`config.mk`:
```
export PLATFORM = sky130hd
export DESIGN_NAME = apple_manager_flat
export DESIGN_NICKNAME = d
export VERILOG_FILES = /design/src/rtl/apple_pkg.sv /design/src/rtl/apple_manager_if.sv /design/src/rtl/apple_lfsr.sv /design/src/rtl/apple_manager.sv /design/src/flat_wrapper.sv
export SDC_FILE = /design/constraint.sdc
export NUM_CORES = 1
export LEC_CHECK = 0
export BUFFER_PORTS_ARGS = -buffer_cell sky130_fd_sc_hd__buf_2
export CORE_AREA = 2 2 193 195
export DETAILED_ROUTE_END_ITERATION = 16
export DIE_AREA = 0 0 195 197
export SYNTH_ARGS = -nofsm -noshare
export SYNTH_HDL_FRONTEND = slang
export SYNTH_SLANG_ARGS = --single-unit
```
`constraint.sdc`:
```
create_clock -name system_clk -period 9.2 [get_ports system_clk]
set_clock_uncertainty 0.15 [all_clocks]
set_input_delay 0 -clock system_clk [delete_from_list [all_inputs] [get_ports system_clk]]
set_output_delay 0 -clock system_clk [all_outputs]
set_load 0.02 [all_outputs]
```
`src/rtl/apple_pkg.sv`:
```
// apple_pkg: shared types and constants for the apple manager
package apple_pkg;
  typedef enum logic [1:0] {S_IDLE, S_CHECK, S_SWEEP} state_e;
  typedef logic [7:0] loc_t;
  localparam loc_t APPLE_RESET_LOC = 8'h55;
  localparam logic [7:0] LFSR_SEED = 8'hA5;
  localparam logic [7:0] LFSR_TAPS = 8'hB8;
endpackage

```
`src/rtl/apple_manager_if.sv`:
```
// apple_manager_if: collision/renderer-facing signals of the apple manager
interface apple_if #(
  parameter int NUM_APPLES = 2,
  parameter int COORD_W = 4
);
  logic [NUM_APPLES-1:0] good_collision;
  logic [COORD_W-1:0] x;
  logic [COORD_W-1:0] y;
  logic [NUM_APPLES*2*COORD_W-1:0] apple_location;
  logic [NUM_APPLES-1:0] apple_valid;
  logic apple;
  logic busy;
  modport master (output good_collision, x, y, input apple_location, apple_valid, apple, busy);
  modport slave (input good_collision, x, y, output apple_location, apple_valid, apple, busy);
endinterface

```
`src/rtl/apple_lfsr.sv`:
```
// apple_lfsr: free-running Fibonacci LFSR, feedback includes the MSB so a nonzero state never reaches zero
module apple_lfsr
  import apple_pkg::*;
#(
  parameter int W = 8,
  parameter logic [W-1:0] SEED = W'(LFSR_SEED)
) (
  input  logic system_clk,
  input  logic nreset,
  output logic [W-1:0] value
);
  localparam logic [W-1:0] TAPS = W'(LFSR_TAPS) << (W - 8);
  // shift left every cycle, new LSB is the parity of the tapped bits
  always_ff @(posedge system_clk or negedge nreset)
    if (!nreset) value <= SEED;
    else value <= {value[W-2:0], ^(value & TAPS)};
endmodule

```
`src/rtl/apple_manager.sv`:
```
// apple_manager: places NUM_APPLES apples on legal cells and publishes them on a divided body tick
module apple_manager
  import apple_pkg::*;
#(
  parameter int NUM_APPLES = 2,
  parameter int MAX_LENGTH = 30,
  parameter int COORD_W = 4,
  parameter int NUM_WALLS = 25,
  parameter int MAX_TRIES = 8,
  parameter int BODY_DIV = 3
) (
  input  logic system_clk,
  input  logic nreset,
  input  logic body_tick,
  input  logic enable_in,
  input  logic [$clog2(MAX_LENGTH+1)-1:0] snake_length,
  input  logic [MAX_LENGTH*COORD_W-1:0] snakeArrayX,
  input  logic [MAX_LENGTH*COORD_W-1:0] snakeArrayY,
  input  logic [NUM_WALLS*2*COORD_W-1:0] wall_locations,
  input  logic [COORD_W-1:0] xmin,
  input  logic [COORD_W-1:0] xmax,
  input  logic [COORD_W-1:0] ymin,
  input  logic [COORD_W-1:0] ymax,
  apple_if.slave bus
);
  localparam int LOC_W = 2 * COORD_W;
  localparam int LW = LOC_W > 8 ? LOC_W : 8;
  localparam int LEN_W = $clog2(MAX_LENGTH + 1);
  localparam int DIV_W = BODY_DIV > 1 ? $clog2(BODY_DIV) : 1;
  localparam int TRY_W = $clog2(MAX_TRIES) + 1;
  localparam int SEL_W = NUM_APPLES > 1 ? $clog2(NUM_APPLES) : 1;
  localparam logic [1:0] IDLE = 2'(S_IDLE), CHECK = 2'(S_CHECK), SWEEP = 2'(S_SWEEP);
  localparam logic [LOC_W-1:0] RST_LOC = {COORD_W'(APPLE_RESET_LOC[7:4]), COORD_W'(APPLE_RESET_LOC[3:0])};
  logic [1:0] state;
  logic [SEL_W-1:0] sel, low;
  logic [LOC_W-1:0] cand;
  logic [COORD_W-1:0] cx, cy;
  logic [TRY_W-1:0] tries;
  logic [NUM_APPLES-1:0] pending, en_mask, clr, shadow_valid, pub_valid;
  logic [NUM_APPLES-1:0][LOC_W-1:0] shadow, pub;
  logic [DIV_W-1:0] div;
  logic [LW-1:0] lfsr;
  logic strobe, cand_ok, done, exhaust, hit;

  apple_lfsr #(.W(LW), .SEED(LW'(LFSR_SEED))) u_lfsr (
    .system_clk(system_clk),
    .nreset(nreset),
    .value(lfsr)
  );

  function automatic logic legal(input logic [LOC_W-1:0] c);
    logic [COORD_W-1:0] lx, ly;
    lx = c[COORD_W-1:0];
    ly = c[LOC_W-1:COORD_W];
    legal = lx >= xmin && lx <= xmax && ly >= ymin && ly <= ymax;
    for (int i = 0; i < MAX_LENGTH; i++)
      if (LEN_W'(i) < snake_length && snakeArrayX[i*COORD_W +: COORD_W] == lx && snakeArrayY[i*COORD_W +: COORD_W] == ly)
        legal = 1'b0;
    for (int i = 0; i < NUM_WALLS; i++)
      if (wall_locations[i*LOC_W +: LOC_W] == c) legal = 1'b0;
    for (int i = 0; i < NUM_APPLES; i++)
      if (SEL_W'(i) != sel && en_mask[i] && shadow_valid[i] && shadow[i] == c) legal = 1'b0;
  endfunction

  assign en_mask = enable_in ? '1 : NUM_APPLES'(1);
  assign cx = cand[COORD_W-1:0];
  assign cy = cand[LOC_W-1:COORD_W];
  assign cand_ok = legal(cand);
  assign done = (state == CHECK || state == SWEEP) && cand_ok;
  assign exhaust = state == SWEEP && !cand_ok && (xmin > xmax || ymin > ymax || (cx >= xmax && cy >= ymax));
  assign clr = (done || exhaust) ? NUM_APPLES'(1) << sel : '0;
  assign bus.busy = state != IDLE || |pending;
  assign bus.apple_location = pub;
  assign bus.apple_valid = pub_valid;
  assign bus.apple = hit;

  // lowest pending slot and renderer hit test
  always_comb begin
    low = '0;
    hit = 1'b0;
    for (int i = NUM_APPLES - 1; i >= 0; i--) low = pending[i] ? SEL_W'(i) : low;
    for (int i = 0; i < NUM_APPLES; i++) hit = hit | (pub_valid[i] && pub[i] == {bus.y, bus.x});
  end

  // request queue: a new pulse wins over the clear of the slot just serviced
  always_ff @(posedge system_clk or negedge nreset)
    if (!nreset) pending <= '0;
    else pending <= ((pending & ~clr) | bus.good_collision) & en_mask;

  // placement search: random draws, then a raster sweep of the bounds
  always_ff @(posedge system_clk or negedge nreset)
    if (!nreset) begin
      state <= IDLE;
      sel <= '0;
      cand <= RST_LOC;
      tries <= '0;
    end else case (state)
      IDLE: if (|pending) begin
        sel <= low;
        cand <= lfsr[LOC_W-1:0];
        tries <= '0;
        state <= CHECK;
      end
      CHECK: if (cand_ok) state <= IDLE;
        else if (tries == TRY_W'(MAX_TRIES - 1)) begin
          cand <= {ymin, xmin};
          state <= SWEEP;
        end else begin
          tries <= tries + 1'b1;
          cand <= lfsr[LOC_W-1:0];
        end
      SWEEP: if (done || exhaust) state <= IDLE;
        else cand <= cx >= xmax ? {cy + COORD_W'(1), xmin} : {cy, cx + COORD_W'(1)};
      default: state <= IDLE;
    endcase

  // shadow positions, updated on commit or exhausted sweep
  always_ff @(posedge system_clk or negedge nreset)
    if (!nreset) begin
      shadow <= {NUM_APPLES{RST_LOC}};
      shadow_valid <= NUM_APPLES'(1);
    end else if (done) begin
      shadow[sel] <= cand;
      shadow_valid[sel] <= 1'b1;
    end else if (exhaust) shadow_valid[sel] <= 1'b0;

  // body tick divider; strobe fires the cycle after the wrap
  always_ff @(posedge system_clk or negedge nreset)
    if (!nreset) begin
      div <= '0;
      strobe <= 1'b0;
    end else begin
      strobe <= body_tick && div == DIV_W'(BODY_DIV - 1);
      if (body_tick) div <= div == DIV_W'(BODY_DIV - 1) ? '0 : div + 1'b1;
    end

  // published copy of the shadow, gated slots show zero and invalid
  always_ff @(posedge system_clk or negedge nreset)
    if (!nreset) begin
      pub <= {NUM_APPLES{RST_LOC}};
      pub_valid <= NUM_APPLES'(1);
    end else if (strobe) begin
      for (int i = 0; i < NUM_APPLES; i++) pub[i] <= en_mask[i] ? shadow[i] : '0;
      pub_valid <= shadow_valid & en_mask;
    end
endmodule

```
`src/flat_wrapper.sv`:
```
// flat-port wrapper written by rule: the top's interface ports become plain ports
module apple_manager_flat import apple_pkg::*;
#(
  parameter int NUM_APPLES = 2,
  parameter int MAX_LENGTH = 30,
  parameter int COORD_W = 4,
  parameter int NUM_WALLS = 25,
  parameter int MAX_TRIES = 8,
  parameter int BODY_DIV = 3
)
  (system_clk, nreset, body_tick, enable_in, snake_length, snakeArrayX, snakeArrayY, wall_locations, xmin, xmax, ymin, ymax, bus_good_collision, bus_x, bus_y, bus_apple_location, bus_apple_valid, bus_apple, bus_busy);
  apple_if #(.NUM_APPLES(NUM_APPLES), .COORD_W(COORD_W)) bus_i ();
  input  logic system_clk;
  input  logic nreset;
  input  logic body_tick;
  input  logic enable_in;
  input  logic [$clog2(MAX_LENGTH+1)-1:0] snake_length;
  input  logic [MAX_LENGTH*COORD_W-1:0] snakeArrayX;
  input  logic [MAX_LENGTH*COORD_W-1:0] snakeArrayY;
  input  logic [NUM_WALLS*2*COORD_W-1:0] wall_locations;
  input  logic [COORD_W-1:0] xmin;
  input  logic [COORD_W-1:0] xmax;
  input  logic [COORD_W-1:0] ymin;
  input  logic [COORD_W-1:0] ymax;
  input wire logic [$bits(bus_i.good_collision)-1:0] bus_good_collision;
  input wire logic [$bits(bus_i.x)-1:0] bus_x;
  input wire logic [$bits(bus_i.y)-1:0] bus_y;
  output wire logic [$bits(bus_i.apple_location)-1:0] bus_apple_location;
  output wire logic [$bits(bus_i.apple_valid)-1:0] bus_apple_valid;
  output wire logic [$bits(bus_i.apple)-1:0] bus_apple;
  output wire logic [$bits(bus_i.busy)-1:0] bus_busy;
  assign bus_i.good_collision = bus_good_collision;
  assign bus_i.x = bus_x;
  assign bus_i.y = bus_y;
  assign bus_apple_location = bus_i.apple_location;
  assign bus_apple_valid = bus_i.apple_valid;
  assign bus_apple = bus_i.apple;
  assign bus_busy = bus_i.busy;
  apple_manager #(.NUM_APPLES(NUM_APPLES), .MAX_LENGTH(MAX_LENGTH), .COORD_W(COORD_W), .NUM_WALLS(NUM_WALLS), .MAX_TRIES(MAX_TRIES), .BODY_DIV(BODY_DIV)) u_core (.system_clk(system_clk), .nreset(nreset), .body_tick(body_tick), .enable_in(enable_in), .snake_length(snake_length), .snakeArrayX(snakeArrayX), .snakeArrayY(snakeArrayY), .wall_locations(wall_locations), .xmin(xmin), .xmax(xmax), .ymin(ymin), .ymax(ymax), .bus(bus_i));
endmodule
```
# [Word-level counts from Yosys, hierarchy flattened]
# Index checks and enable logic that the tools add are counted.
[word_totals] inputBits=475 regBits=64 elab_cells=351 output_inout_bits=20
[classes] n_shift=1 addsub=4 mux=86 reduce_logical=95 order_cmp=40 bitwise=10 n_eq_ne=100
[ops] op="$eq 4x4->1" count=60
[ops] op="$eq 8x8->1" count=29
[ops] op="$logic_and 1x1->1" count=77
[ops] op="$lt 5x5->1 const A" count=14
[ops] op="$mux 8" count=8
[ops] op="$mux 1" count=60
[ops] op="$lt 4x5->1 const A" count=8
[ops] op="$pmux 8 s3" count=1
[ops] op="$lt 3x5->1 const A" count=4
[ops] op="$mux 2" count=9
[ops] op="$bwmux 16" count=1
[ops] op="$ge 4x4->1" count=4
[ops] op="$add 4x1->4 const B" count=3
[ops] op="$mux 4" count=3
[ops] op="$lt 1x5->1 const A" count=2
[ops] op="$lt 2x5->1 const A" count=2
[ops] op="$ne 2x2->1 const B" count=5
[ops] op="$and 2x2->2" count=4
[ops] op="$demux 8 s1" count=1
[ops] op="$gt 4x4->1" count=2
[ops] op="$le 4x4->1" count=2
[ops] op="$pmux 4 s2" count=1
[ops] op="$reduce_and 4->1" count=2
[ops] op="$reduce_xor 8->1" count=1
[ops] op="other kinds (24)" count=33

# [Depth between registers and ports, before layout]
[logic_depth] word_depth=70 depth_mapped=15 mapped_depth_nobuf=11

# [Cells and area by module]
# From an unflattened synthesis, not the netlist that was laid out.
[unflattened] cells_unflattened=1081 hier_area_um2=9450.3
[modules_own_cells] mod="apple_manager" instances=1 seq_area_each_um2=1428.9 cells_per_inst=1070 area_each_um2=9218.8
[modules_own_cells] mod="apple_lfsr" instances=1 seq_area_each_um2=205.2 cells_per_inst=11 area_each_um2=231.5

# [Worst setup path after synthesis]
# No wires, ideal clock.
[synth_path] path_kind="register to register" startpoint="register u_core.cand[0]" endpoint="register u_core.cand[5]" stages_incl_launch_ff=16 n_path_buf=4 setup_slack_ps=5696 period_less_slack_ps=3504 t_required_ps=8925 t_arrival_ps=3229 setup_time_ps=125 cell_sequence="dfstp_2 -> buf_4 -> buf_4 -> buf_6 -> buf_4 -> inv_1 -> ha_1 -> nand2b_1 -> a21o_1 -> a21o_1 -> a21oi_1 -> nor3b_1 -> nand4_1 -> o21ai_0 -> a221oi_2 -> mux2_2"
[synth_via] elab_chain_cells=67 word_cells_on_any_way=193 classes_between="order compare (3); eq/ne (60); mux (57); reduce/logical (73)"
[synth_rtl] item="from (decl)" line_no="apple_manager.sv:36" rtl="logic [LOC_W-1:0] cand;"
[synth_rtl] item="from (signal assigned)" line_no="apple_manager.sv:100" rtl="cand <= lfsr[LOC_W-1:0];"
[synth_rtl] item="from (signal assigned)" line_no="apple_manager.sv:106" rtl="cand <= {ymin, xmin};"
[synth_rtl] item="from (signal assigned)" line_no="apple_manager.sv:110" rtl="cand <= lfsr[LOC_W-1:0];"
[synth_rtl] item="$ge 4x4->1 / $le 4x4->1 (equally long branches)" line_no="apple_manager.sv:55" rtl="legal = lx >= xmin && lx <= xmax && ly >= ymin && ly <= ymax;"
[synth_rtl] item="$logic_and 1x1->1 (3 in series)" line_no="apple_manager.sv:55"
[synth_rtl] item="$mux 1 (30 in series)" line_no="apple_manager.sv:57" rtl="if (LEN_W'(i) < snake_length && snakeArrayX[i*COORD_W +: COORD_W] == lx && snakeArrayY[i*COORD_W +: COORD_W] = ..."
[synth_rtl] item="$mux 1 (25 in series)" line_no="apple_manager.sv:60" rtl="if (wall_locations[i*LOC_W +: LOC_W] == c) legal = 1'b0;"
[synth_rtl] item="$mux 1 (2 in series)" line_no="apple_manager.sv:62" rtl="if (SEL_W'(i) != sel && en_mask[i] && shadow_valid[i] && shadow[i] == c) legal = 1'b0;"
[synth_rtl] item="$logic_not 1->1" line_no="apple_manager.sv:70" rtl="assign exhaust = state == SWEEP && !cand_ok && (xmin > xmax || ymin > ymax || (cx >= xmax && cy >= ymax));"
[synth_rtl] item="$logic_and 1x1->1 (2 in series)" line_no="apple_manager.sv:70"
[synth_rtl] item="$logic_or 1x1->1" line_no="apple_manager.sv:112" rtl="SWEEP: if (done || exhaust) state <= IDLE;"
[synth_rtl] item="$ne 2x2->1 (no source line)"
[synth_rtl] item="$reduce_and 5->1 (no source line) *"
# Every way passes the cells marked *; elsewhere a longest branch is shown, timed or not.
# A chain may end at the register's enable or synchronous reset.

# [Final worst setup path]
[layout_path] startpoint="register u_core.cand[0]" endpoint="register u_core.pending[1]"
[layout_via] elab_chain_cells=70 word_cells_on_any_way=194 classes_between="order compare (3); eq/ne (57); mux (58); bitwise (4); reduce/logical (72)"
[layout_rtl] item="$ge 4x4->1 / $le 4x4->1 (equally long branches)" line_no="apple_manager.sv:55"
[layout_rtl] item="$logic_and 1x1->1 (3 in series)" line_no="apple_manager.sv:55"
[layout_rtl] item="$mux 1 (30 in series)" line_no="apple_manager.sv:57"
[layout_rtl] item="$mux 1 (25 in series)" line_no="apple_manager.sv:60"
[layout_rtl] item="$mux 1 (2 in series)" line_no="apple_manager.sv:62"
[layout_rtl] item="$logic_not 1->1" line_no="apple_manager.sv:70"
[layout_rtl] item="$logic_and 1x1->1 (2 in series)" line_no="apple_manager.sv:70"
[layout_rtl] item="$logic_or 1x1->1 *" line_no="apple_manager.sv:71" rtl="assign clr = (done || exhaust) ? NUM_APPLES'(1) << sel : '0;"
[layout_rtl] item="$mux 2 *" line_no="apple_manager.sv:71"
[layout_rtl] item="$not 2->2 *" line_no="apple_manager.sv:88" rtl="else pending <= ((pending & ~clr) | bus.good_collision) & en_mask;"
[layout_rtl] item="$and 2x2->2 *" line_no="apple_manager.sv:88"
[layout_rtl] item="$or 2x2->2 *" line_no="apple_manager.sv:88"
[layout_rtl] item="$and 2x2->2 *" line_no="apple_manager.sv:88"
[layout_rtl] item="to (signal assigned)" line_no="apple_manager.sv:88"
[layout_rtl] item="to (decl)" line_no="apple_manager.sv:39" rtl="logic [NUM_APPLES-1:0] pending, en_mask, clr, shadow_valid, pub_valid;"
# Marks and branches as above.

==> flow_metrics.tcl <==
set metrics [dict create \
    run_status "finished, final reports clean" \
    hold_viol 0 \
    dpl.hpwl_um 34100 \
    holdPathStages 5 \
    syn_area_per_cell_um2 8.86 \
    grt_max_degree 65 \
    yosysWarningCount 0 \
    seq_area_frac_synth 0.173 \
    synth_area_um2 9450 \
    drive_gt1_frac 0.390 \
    yosysMostFrequentCell "xnor2_1" \
    end_kind "flip-flop" \
    relSlewSlack 0.373 \
    crit_path_max_fanout 35 \
    clock_path_buffers 2 \
    dieArea_um2 38400 \
    hold_start "ymin[0]" \
    cts_buffers 9 \
    via_per_inst 4.82 \
    post-route-util 0.346 \
    finalCritPeriodShare 0.526 \
    rsz0062_at_grt "no" \
    wl_per_cell_um 21.2 \
    vias 9653 \
    max-vdd-ir-drop_mv 0.0976 \
    ios 495 \
    grt_overflow 0 \
    worst_skew_pair.late_latency_ps 330 \
    cellLeakagePower_uw 0.00585 \
    worst_ep_arrival_time_ps 4900 \
    clock.fmax_ghz 0.207 \
    clk_pin_slew_ps 60 \
    synth_ff_type "dfrtp_1" \
    cts_resized 0 \
    die_h_um 197 \
    ff2ff_path_depth 11 \
    async_flop_share 1.00 \
    drtIter0Drc 498 \
    nFillCells 3791 \
    cp-start-kind "flip-flop" \
    wirelength_um 42400 \
    hold_slack_ps 68.0 \
    r2r_slack_ps 4360 \
    grtUsageTotal 0.209 \
    area_growth_pct 32.9 \
    synth.area.top_cells "xnor2_1, xor2_1, dfrtp_1, dfstp_2, nand4_1" \
    die_w_um 195 \
    synth_edf_count 0 \
    synthCells 1067 \
    synth_top_cell_area_share 0.259 \
    totalPowerFinal_uw 1160 \
    antenna_found_initial 9 \
    row_count 70 \
    slew_violations 0 \
    io_buffers 494 \
    root_buffer "clkbuf_16" \
    r2r-start "u_core.cand[0]" \
    design.core.area_um2 36300 \
    setup_viol 0 \
    crit_type "reg -> reg" \
    cts_tree "done" \
    cts_setup_buffers 0 \
    cts.htree.levels 3 \
    nets 2030 \
    fin_crit_ps 4840 \
    synthesis.nets 1573 \
    min_path_type "in -> reg" \
    synth_commonest_cells "xnor2_1, xor2_1, nand4_1, nor4_1, buf_4" \
    grt_pass1_vias 9859 \
    synth.ff_latch_count 64 \
    worstMarginPinSlew_ps 941 \
    start_util 0.261 \
    crit_required_ps 9270 \
    drc 0 \
    finalWeightedCongestion 0.953 \
    maxCapViolCount 0 \
    p_per_area_nw_per_um2 92.1 \
    yosysUniqueCellTypes 62 \
    synth.largest_area_cell "xnor2_1" \
    fin_tns_setup_ps 0 \
    whs_endpoint "u_core.cand[4]" \
    drt_first_pass_iters 6 \
    grt_pass1_wl_um 60800 \
    clkSinkCount 64 \
    r2r_end "u_core.pending[1]" \
    route.antenna.remaining_nets 0 \
]
-- routing by layer --
layer / part of all wire / global-route usage / wire, um / up-vias
met5: 0.00094 / 0 / 40 / -
met4: 0.027 / 0.0605 / 1120 / 6
met3: 0.059 / 0.0329 / 2510 / 50
met2: 0.50 / 0.372 / 21200 / 396
met1: 0.41 / 0.261 / 17500 / 4627
li1: - / - / - / 4574
-- metrics by stage --
step / area (um2) / cells / setup slack, ps
2_1_floorplan: 9450 / 1067 / 5700
3_3_place_gp: 12100 / 1970 / 4350
3_5_place_dp: 12100 / 1970 / 4410
4_1_cts: 12600 / 1997 / 4160
5_1_grt: 12600 / 2001 / 4020
6_report: 12600 / 2001 / 4360
-- critical path, stage by stage, from the launching register on --
cell,delay (ps)
dfstp_4,920
buf_4,610
xnor2_1,170
nand4_1,120
nor2_1,100
a2111oi_0,710
and4_1,370
nand4_1,220
nor3_4,400
o21a_1,220
o21ai_0,80
dlygate4sd3_1,550
-- registers in the layout, indices dropped and copies added (netlist names), named ones only --
| signal | flops |
|---|---|
| u_core.cand | 8 |
| u_core.bus.apple_valid | 2 |
| u_core.sel | 1 |
| u_core.strobe | 1 |
| u_core.shadow | 16 |
| u_core.tries | 4 |
| u_core.div | 2 |
| u_core.u_lfsr.value | 8 |
| u_core.pending | 2 |
| u_core.state | 2 |
| u_core.bus.apple_location | 16 |
-- report_power, final --
part           switching (uW)  internal, uW
logic                     223           214
clock network             134           240
registers                36.2           311
total                     393           765
-- worst max path at each step --
stage | start | end | slack [ps] | cells past startpoint
floorplan | u_core.cand[0] | u_core.cand[5] | 5700 | 15
global placement | u_core.cand[0] | u_core.cand[5] | 4350 | 10
detailed placement | u_core.cand[0] | u_core.cand[5] | 4410 | 10
CTS | u_core.cand[0] | u_core.pending[1] | 4160 | 11
global route | u_core.cand[0] | u_core.pending[1] | 4020 | 11
finish | u_core.cand[0] | u_core.pending[1] | 4360 | 11
-- area by class of cell --
class | instances | area (um2) | area share
sequential | 64 | 1660 | 0.132
multi-input combinational | 893 | 7160 | 0.570
clock inverter | 7 | 104 | 0.00827
antenna | 4 | 10.0 | 0.000797
clock buffer | 9 | 225 | 0.0179
inverter | 42 | 158 | 0.0126
tap | 468 | 586 | 0.0466
timing repair buffer | 514 | 2650 | 0.211
-- logic make-up (layout without fill, tap and decap cells) --
group,Yosys count,after routing,synth area share
DFF,64,64,0.173
other,0,4,0
and+or+nand+nor,238,238,0.149
muxes,39,39,0.0495
xor gates and xnor gates,479,479,0.444
AOI/OAI and AO/OA,106,106,0.0747
buffers and inverters,110,572,0.0691
adders and majority gates,31,31,0.0410
-- layout by cell type, fill, tap and decap left out, types with 14 or more instances in the layout --
cell type / instances
nor2_1: 14
nand2_1: 22
nand3_1: 32
xor2_1: 199
dfrtp_1: 34
buf_2: 494
nor4_1: 52
mux2_2: 22
ha_1: 31
nand4_1: 68
xnor2_1: 280
dfstp_2: 22
a21oi_1: 21
inv_1: 42
o21ai_0: 27
-- what timing repair did --
action	in CTS	in global routing
hold buffers	11	0
hold endpoints to repair	56	0
endpoints found under the setup margin	0	0
(Power assumes the default switching activity.)
